--- config.mk ---
export PLATFORM = sky130hd
export DESIGN_NAME = sram_like_arbiter
export DESIGN_NICKNAME = d
export VERILOG_FILES = /design/src/rtl/sram_like_arbiter_pkg.sv /design/src/rtl/sram_like_arbiter_id_fifo.sv /design/src/rtl/sram_like_arbiter.sv
export SDC_FILE = /design/constraint.sdc
export NUM_CORES = 1
export LEC_CHECK = 0
export ABC_AREA = 1
export BUFFER_PORTS_ARGS = -buffer_cell sky130_fd_sc_hd__buf_2
export CAP_MARGIN = 20
export CORE_AREA = 2 2 107 109
export CTS_CLUSTER_SIZE = 24
export DETAILED_ROUTE_END_ITERATION = 6
export DIE_AREA = 0 0 109 111
export HOLD_SLACK_MARGIN = 0.06
export PLACE_DENSITY = 0.63
export SLEW_MARGIN = 20
export SYNTH_ARGS = -nofsm -noshare
export SYNTH_HDL_FRONTEND = slang
export SYNTH_SLANG_ARGS = --single-unit
--- constraint.sdc ---
create_clock -name clk -period 2.3 [get_ports clk]
set_input_delay 0.23 -clock clk [delete_from_list [all_inputs] [get_ports clk]]
set_output_delay 0.23 -clock clk [all_outputs]
set_load 0.03 [all_outputs]
--- src/rtl/sram_like_arbiter_pkg.sv ---
// Shared encodings for the sram-like request arbiter: access sizes, channel
// indices and the lock-state type.
package sram_like_arbiter_pkg;

  localparam logic [1:0] SRAM_SIZE_BYTE = 2'd0;
  localparam logic [1:0] SRAM_SIZE_HALF = 2'd1;
  localparam logic [1:0] SRAM_SIZE_WORD = 2'd2;

  localparam int unsigned CH_INST = 0;
  localparam int unsigned CH_DATA = 1;

  typedef enum logic {
    LOCK_IDLE = 1'b0,
    LOCK_HELD = 1'b1
  } lock_state_t;

endpackage

--- src/rtl/sram_like_arbiter_id_fifo.sv ---
// In-order FIFO of issuing-channel IDs for accepted, unanswered transactions.
module sram_like_arbiter_id_fifo #(
  parameter int unsigned DEPTH = 4,
  parameter int unsigned ID_W  = 1
) (
  input  logic            clk,
  input  logic            resetn,
  input  logic            push,
  input  logic            pop,
  input  logic [ID_W-1:0] din,
  output logic [ID_W-1:0] dout,
  output logic            full,
  output logic            empty
);

  localparam int unsigned PTR_W = $clog2(DEPTH);
  localparam int unsigned CNT_W = PTR_W + 1;

  logic [ID_W-1:0]  mem [DEPTH];
  logic [PTR_W-1:0] wr_ptr;
  logic [PTR_W-1:0] rd_ptr;
  logic [CNT_W-1:0] count;
  logic             push_ok;
  logic             pop_ok;

  assign full    = (count == CNT_W'(DEPTH));
  assign empty   = (count == '0);
  assign push_ok = push & ~full;
  assign pop_ok  = pop & ~empty;
  assign dout    = mem[rd_ptr];

  // Storage carries no reset; validity is tracked by count alone.
  always_ff @(posedge clk) begin
    if (push_ok) begin
      mem[wr_ptr] <= din;
    end
  end

  always_ff @(posedge clk) begin
    if (!resetn) begin
      wr_ptr <= '0;
      rd_ptr <= '0;
      count  <= '0;
    end else begin
      if (push_ok) wr_ptr <= wr_ptr + PTR_W'(1);
      if (pop_ok)  rd_ptr <= rd_ptr + PTR_W'(1);
      case ({push_ok, pop_ok})
        2'b10:   count <= count + CNT_W'(1);
        2'b01:   count <= count - CNT_W'(1);
        default: count <= count;
      endcase
    end
  end

endmodule

--- src/rtl/sram_like_arbiter.sv ---
// Round-robin merge of N sram-like req/addr_ok/data_ok channels onto one
// memory port, with request locking and in-order response routing.
module sram_like_arbiter
  import sram_like_arbiter_pkg::*;
#(
  parameter int unsigned NUM_CH = 2,
  parameter int unsigned ADDR_W = 32,
  parameter int unsigned DATA_W = 32,
  parameter int unsigned DEPTH  = 4
) (
  input  logic                     clk,
  input  logic                     resetn,
  input  logic [NUM_CH-1:0]        ch_req,
  input  logic [NUM_CH-1:0]        ch_wr,
  input  logic [2*NUM_CH-1:0]      ch_size,
  input  logic [ADDR_W*NUM_CH-1:0] ch_addr,
  input  logic [DATA_W*NUM_CH-1:0] ch_wdata,
  output logic [NUM_CH-1:0]        ch_addr_ok,
  output logic [NUM_CH-1:0]        ch_data_ok,
  output logic [DATA_W-1:0]        ch_rdata,
  output logic                     mem_req,
  output logic                     mem_wr,
  output logic [1:0]               mem_size,
  output logic [ADDR_W-1:0]        mem_addr,
  output logic [DATA_W-1:0]        mem_wdata,
  input  logic                     mem_addr_ok,
  input  logic                     mem_data_ok,
  input  logic [DATA_W-1:0]        mem_rdata,
  output logic                     proto_err
);

  localparam int unsigned ID_W = $clog2(NUM_CH);

  lock_state_t     lock_state, lock_state_nxt;
  logic [ID_W-1:0] lock_ch, lock_ch_nxt;
  logic [ID_W-1:0] rr_ptr, rr_ptr_nxt;
  logic [ID_W-1:0] grant, g_hi, g_lo, fifo_dout;
  logic            found_hi;
  logic            fifo_full, fifo_empty;
  logic            accept, pop;

  // Cyclic search from rr_ptr: prefer requesters at/after the pointer, else wrap.
  always_comb begin
    g_hi     = '0;
    g_lo     = '0;
    found_hi = 1'b0;
    for (int i = NUM_CH - 1; i >= 0; i--) begin
      if (ch_req[i]) begin
        g_lo = ID_W'(i);
        if (ID_W'(i) >= rr_ptr) begin
          g_hi     = ID_W'(i);
          found_hi = 1'b1;
        end
      end
    end
    if (lock_state == LOCK_HELD) grant = lock_ch;
    else if (found_hi)           grant = g_hi;
    else                         grant = g_lo;
  end

  assign mem_req    = (|ch_req) & ~fifo_full & resetn;
  assign mem_wr     = ch_wr[grant];
  assign mem_size   = ch_size[2*int'(grant) +: 2];
  assign mem_addr   = ch_addr[ADDR_W*int'(grant) +: ADDR_W];
  assign mem_wdata  = ch_wdata[DATA_W*int'(grant) +: DATA_W];

  assign accept     = mem_req & mem_addr_ok;
  assign ch_addr_ok = accept ? (NUM_CH'(1) << grant) : '0;

  assign pop        = mem_data_ok & ~fifo_empty;
  assign ch_data_ok = pop ? (NUM_CH'(1) << fifo_dout) : '0;
  assign ch_rdata   = mem_rdata;

  sram_like_arbiter_id_fifo #(
    .DEPTH (DEPTH),
    .ID_W  (ID_W)
  ) u_id_fifo (
    .clk    (clk),
    .resetn (resetn),
    .push   (accept),
    .pop    (pop),
    .din    (grant),
    .dout   (fifo_dout),
    .full   (fifo_full),
    .empty  (fifo_empty)
  );

  always_ff @(posedge clk) begin
    if (!resetn) begin
      lock_state <= LOCK_IDLE;
      lock_ch    <= '0;
      rr_ptr     <= '0;
      proto_err  <= 1'b0;
    end else begin
      lock_state <= lock_state_nxt;
      lock_ch    <= lock_ch_nxt;
      rr_ptr     <= rr_ptr_nxt;
      proto_err  <= proto_err | (mem_data_ok & fifo_empty);
    end
  end

  // A presented but unaccepted request pins the grant until it is taken.
  always_comb begin
    lock_state_nxt = lock_state;
    lock_ch_nxt    = lock_ch;
    rr_ptr_nxt     = rr_ptr;
    if (accept) begin
      lock_state_nxt = LOCK_IDLE;
      rr_ptr_nxt     = (grant == ID_W'(NUM_CH - 1)) ? '0 : grant + ID_W'(1);
    end else if (mem_req) begin
      lock_state_nxt = LOCK_HELD;
      lock_ch_nxt    = grant;
    end
  end

endmodule

Word-level counts from Yosys, hierarchy flattened
Memory sizes are Yosys's and may differ from the RTL's. A register that Yosys moved wholly into a read port is not among the register bits.
Index checks and enable logic that the tools add are counted.
{"block": "totals", "regBits": 11, "latch_bits": 0, "ram_bits": 4, "rom_bits": 0, "input_bits": 172, "output_inout_bits": 105, "wordCells": 61, "n_memories": 1}
{"memory": "u_id_fifo.mem", "depth": 4, "width": 1, "rd": 1, "rd_clocked_by_memory_dff": 1, "write_ports": 1, "line_no": "sram_like_arbiter_id_fifo.sv:19", "text": "logic [ID_W-1:0] mem [DEPTH];"}
{"block": "op_classes", "addsub": 5, "multipliers": 0, "n_div": 0, "order_cmp": 3, "eq_ne": 3, "shifts": 5, "mux": 20, "bitwise": 12, "reduce_logical": 5}
{"cell": "indexed part select 64 x 7 -> 32 bit", "n": 2}
{"cell": "two-way mux 1 bit", "n": 15}
{"cell": "two-way mux 2 bit", "n": 4}
{"cell": "AND 1 bit", "n": 7}
{"cell": "case mux 3 bit (2 select lines)", "n": 1}
{"cell": "adder 2 x 1 -> 2 bit (second input constant)", "n": 2}
{"cell": "NOT 1 bit", "n": 4}
{"cell": "OR reduction 2 bit", "n": 2}
{"cell": "indexed part select 4 x 3 -> 2 bit", "n": 1}
{"cell": "left shift 1 x 1 -> 2 bit (first input constant)", "n": 2}
{"cell": "adder 3 x 1 -> 3 bit (second input constant)", "n": 1}
{"cell": "== test 3 bit (second input constant)", "n": 1}
{"cell": "logical NOT 3 bit", "n": 1}
{"cell": "subtractor 3 x 1 -> 3 bit (second input constant)", "n": 1}
{"cell": "== test 2 x 1 -> 1 bit (second input constant)", "n": 1}
{"cell": "== test 2 bit (second input constant)", "n": 1}
{"cell": ">= comparator 1 bit (first input constant)", "n": 2}
{"cell": "< comparator 1 x 2 -> 1 bit (second input constant)", "n": 1}
{"cell": "AND reduction 2 bit", "n": 1}
{"cell": "nonzero test 2 bit", "n": 1}
{"cell": "adder 1 bit (second input constant)", "n": 1}
{"cell": "bitwise OR 1 bit", "n": 1}

Longest topological paths before layout
{"block": "depth", "depth_word": 9, "ltp_mapped": 13, "ltp_nobuf": 12}

Cells and area by module
A second synthesis with hierarchy kept.
{"block": "hier_totals", "cells_unflattened": 369, "area_unflattened_um2": 1974.4}
{"mod": "sram_like_arbiter", "n_inst": 1, "cells_each": 289, "area_per_inst_um2": 1318.8, "seq_area_each_um2": 80.1}
{"mod": "sram_like_arbiter_id_fifo", "n_inst": 1, "cells_each": 80, "area_per_inst_um2": 655.6, "seq_area_each_um2": 300.3}

Worst setup path after synthesis
No wires, ideal clock.
{"block": "synth_timing", "path_type": "reg-to-reg", "start": "register u_id_fifo.count[0]", "end": "register u_id_fifo.count[2]", "setup_ns": 0.110, "t_arrival_ns": 1.819, "t_required_ns": 2.190, "slack_ns": 0.371, "path_stages_with_launch": 13, "n_path_buf": 1, "synth_period_minus_slack_ns": 1.929, "cell_sequence": "dfxtp_1 -> nor2_1 -> nand2_1 -> nand3_2 -> buf_6 -> ha_1 -> inv_1 -> fa_1 -> or2_2 -> nand3_1 -> nand2_1 -> inv_1 -> nor2_1"}
{"block": "synth_via", "elab_chain_len": 8, "word_cells_on_any_way": 16, "classes_between": "2 x add/sub; 3 x eq/ne; 1 x mux; 8 x bitwise; 2 x reduce/logical"}
{"item": "from (decl)", "line_no": "sram_like_arbiter_id_fifo.sv:22", "text": "logic [CNT_W-1:0] count;"}
{"item": "from (signal assigned)", "line_no": "sram_like_arbiter_id_fifo.sv:48", "text": "2'b10: count <= count + CNT_W'(1);"}
{"item": "from (signal assigned)", "line_no": "sram_like_arbiter_id_fifo.sv:49", "text": "2'b01: count <= count - CNT_W'(1);"}
{"item": "from (signal assigned)", "line_no": "sram_like_arbiter_id_fifo.sv:50", "text": "default: count <= count;"}
{"item": "== test 3 bit", "line_no": "sram_like_arbiter_id_fifo.sv:26", "text": "assign full = (count == CNT_W'(DEPTH));"}
{"item": "NOT 1 bit", "line_no": "sram_like_arbiter_id_fifo.sv:28, sram_like_arbiter.sv:61"}
{"item": "AND 1 bit (2 in a row)", "line_no": "sram_like_arbiter.sv:61", "text": "assign mem_req = (|ch_req) & ~fifo_full & resetn;"}
{"item": "AND 1 bit", "line_no": "sram_like_arbiter.sv:67", "text": "assign accept = mem_req & mem_addr_ok;"}
{"item": "AND 1 bit", "line_no": "sram_like_arbiter_id_fifo.sv:28", "text": "assign push_ok = push & ~full;"}
{"item": "== test 2 x 1 -> 1 bit or == test 2 bit (tied branches)", "line_no": "sram_like_arbiter_id_fifo.sv:47", "text": "case ({push_ok, pop_ok})"}
{"item": "case mux 3 bit (2 select lines) or nonzero test 2 bit (tied branches)"}
Several ways; a longest one is shown, not always the timed one.
A chain may end at the register's enable or synchronous reset.

Worst setup path after layout
Ends and elaborated chain as after synthesis.

==> impl_metrics.toml <==
[status]
status = "finished, final reports clean"

[timing]
worstMarginPinSlew_ns = 0.386
slew_headroom_pct = 74.3
finalCriticalPeriod_ns = 1.94
tns_ns = 0
holdWs_ns = 0.278
fin_skew_ns = 0.00230
hold_viol_final = 0
rsz0062_at_grt = "no"
finalMaxSlewViolations = 0
post-route-period-util_pct = 84.4
finalSetupViolCount = 0
fmax_mhz = 515

[route]
firstDrtPassIters = 4
dr_total_vias = 2604
vias_per_cell = 3.82
routed_wl_um = 6910
drc = 0
antenna_left = 0
routedWlPerCell_um = 10.1
drt_iter0_drc = 93

[clocking]
clk_latency_ns = 0.25
cts_buffers = 3
clk_pin_slew_ns = 0.05
post_cts_buffers = 0
htree_levels = 1
hold_buffers = 0
cts_buffer_depth = 2
cts-resized-gates = 0
cts.sinks = 17
cts-root-buf = "clkbuf_16"
cts_tree = "done"

[global_route]
grt_use_total_pct = 10.6
overflow = 0
grt_max_degree = 74
grt_pass1_wl_um = 10300
grt_pass1_vias = 2291
antenna_found_initial = 1

[die]
coreArea_mm2 = 0.0111
die_h_um = 111
ios = 277
start_util_pct = 17.7
die_w_um = 109
dieArea_mm2 = 0.0121
num_rows = 39

[setup_path]
cp-startpoint = "u_id_fifo.count[0]"
r2r.worst_path.cells = 11
slowest_stage = "fa_1"
cp_top_family = "simple AND/OR/NAND/NOR gates"
critical_path.max_stage_delay_ns = 0.37
r2r-end = "u_id_fifo.count[2]"
r2r-start = "u_id_fifo.count[0]"
cp.required_ns = 2.45
startpoint_type = "flop"
cp.arrival_ns = 2.09
crit_chain = "nor2_1 -> nand2_1 -> nand3_2 -> ha_1 -> inv_1 -> fa_1 -> or2_2 -> nand3_1 -> nand2_1 -> inv_1 -> nor2_1"
path_class = "reg -> reg"
cp_max_fo = 4
worstSetupEndpointType = "flop"
worst-r2r-setup-slack_ns = 0.36
cp_num_cells = 11
critPathBufInv = 2
crit_end = "u_id_fifo.count[2]"

[worst_hold_path]
hold_class = "in -> reg"

[yosys]
ys_seq_area_share_pct = 19.4
ys_ff_latch = 17
syn_area_per_cell_um2 = 5.36
syn-num-nets = 544
yosys_warnings = 0
synth_area_leaders = "nand2_1 43%, dfxtp_1 13%, buf_4 13%"
synthDistinctLibCells = 20
postSynthCellCount = 366
synth_area_leader_cell = "nand2_1"
synth_area_mm2 = 0.00196
synth_top_area_share_pct = 43.2

[finish]
final_nets = 717
antenna_cells = 0
n_fill_cell = 1286
drive_gt1_share_pct = 42.0
fin_util_pct = 26.9
area_delta_synth_final_pct = 51.7

[placed_design]
io_buffers = 212
hpwlAfterDp_um = 5660
gp_congestion = 0.760

[pwr]
peakVddDrop_uv = 376
p_per_area_mw_per_mm2 = 622
leakagePower_uw = 0.00193

[job]
cap_violations = 0
-- power breakdown --
group	internal, uW	switching (uW)	total (uW)	leakage [uW]
Sequential	366	37.4	403	0.000144
Clock	233	115	348	0.0000409
Combinational	357	745	1100	0.00174
Total	956	897	1850	0.00193
-- per-layer routing --
layer | vias to the layer above | part of all wire (%) | global-route usage (%)
li1 | 1401 | - | -
met1 | 1029 | 39 | 11.6
met2 | 146 | 47 | 19.0
met5 | - | 0.10 | 0
met4 | 2 | 3.2 | 3.59
met3 | 26 | 11 | 3.29
-- metrics by stage --
stage               total power, uW  instance area (um^2)  setup slack, ns  std cells
finish                         1850                  2980            0.358        681
global route                   2020                  2980            0.164        681
CTS                            1880                  2980            0.353        681
detailed placement             1520                  2900            0.360        677
global placement               1520                  2900            0.372        677
floorplan                      1280                  1960            0.371        366
-- worst min path at each step --
stage	startpoint	end	slack [ns]	depth (start not counted)
2_1_floorplan	mem_data_ok	proto_err	0.39	2
3_3_place_gp	mem_rdata[29]	ch_rdata[29]	0.46	0
3_5_place_dp	mem_rdata[29]	ch_rdata[29]	0.46	0
4_1_cts	mem_data_ok	proto_err	0.27	3
5_1_grt	mem_data_ok	proto_err	0.29	3
6_report	mem_data_ok	proto_err	0.28	3
-- Yosys cell counts, drive strengths merged --
cell	n
ha	5
nand2	227
dfxtp	13
a21oi	6
o211ai	1
o21ai	4
edfxtp	4
nand4	2
nor2	23
inv	26
buf	48
fa	1
nand3	5
or2	1
-- cell type report --
class | count | area, um^2 | area share (%)
clock inverters | 1 | 5.00 | 0.168
inverters | 26 | 97.6 | 3.28
well taps | 143 | 179 | 6.01
repair buffers | 216 | 1100 | 37.1
flip-flops and latches | 17 | 380 | 12.8
multi-input cells | 275 | 1140 | 38.2
clock buffers | 3 | 75.1 | 2.52
-- kinds of logic after synthesis --
| family | after synthesis | share of synthesized area [%] |
|---|---|---|
| adder cells (fa/ha/maj) | 6 | 4.21 |
| AO/OA/AOI/OAI | 11 | 2.93 |
| buffers and inverters | 74 | 22.7 |
| AND/OR/NAND/NOR | 258 | 50.8 |
| flip-flops | 17 | 19.4 |
-- worst register-to-register path, cell delays in order, from the launching register on --
cell and delay [ns]:
dfxtp_1 0.31, nor2_1 0.19, nand2_1 0.15, nand3_2 0.11, ha_1 0.14, inv_1 0.06, fa_1 0.37, or2_2 0.31
nand3_1 0.07, nand2_1 0.05, inv_1 0.05, nor2_1 0.04
-- cell usage in the layout, fill, tap and decap left out --
cell         n
buf_4        3
edfxtp_1     4
dfxtp_1     13
nand3_2      1
nor2_4       1
nand2_2      1
fa_1         1
nand4_1      2
clkinv_2     1
o211ai_1     1
o21ai_0      4
buf_12       1
nor2_1      22
nand3_1      4
inv_2        2
nand2_1    226
clkbuf_16    3
buf_2      212
a21oi_1      6
inv_1       24
ha_1         5
or2_2        1
No activity file was read; power rests on OpenSTA's default activity.
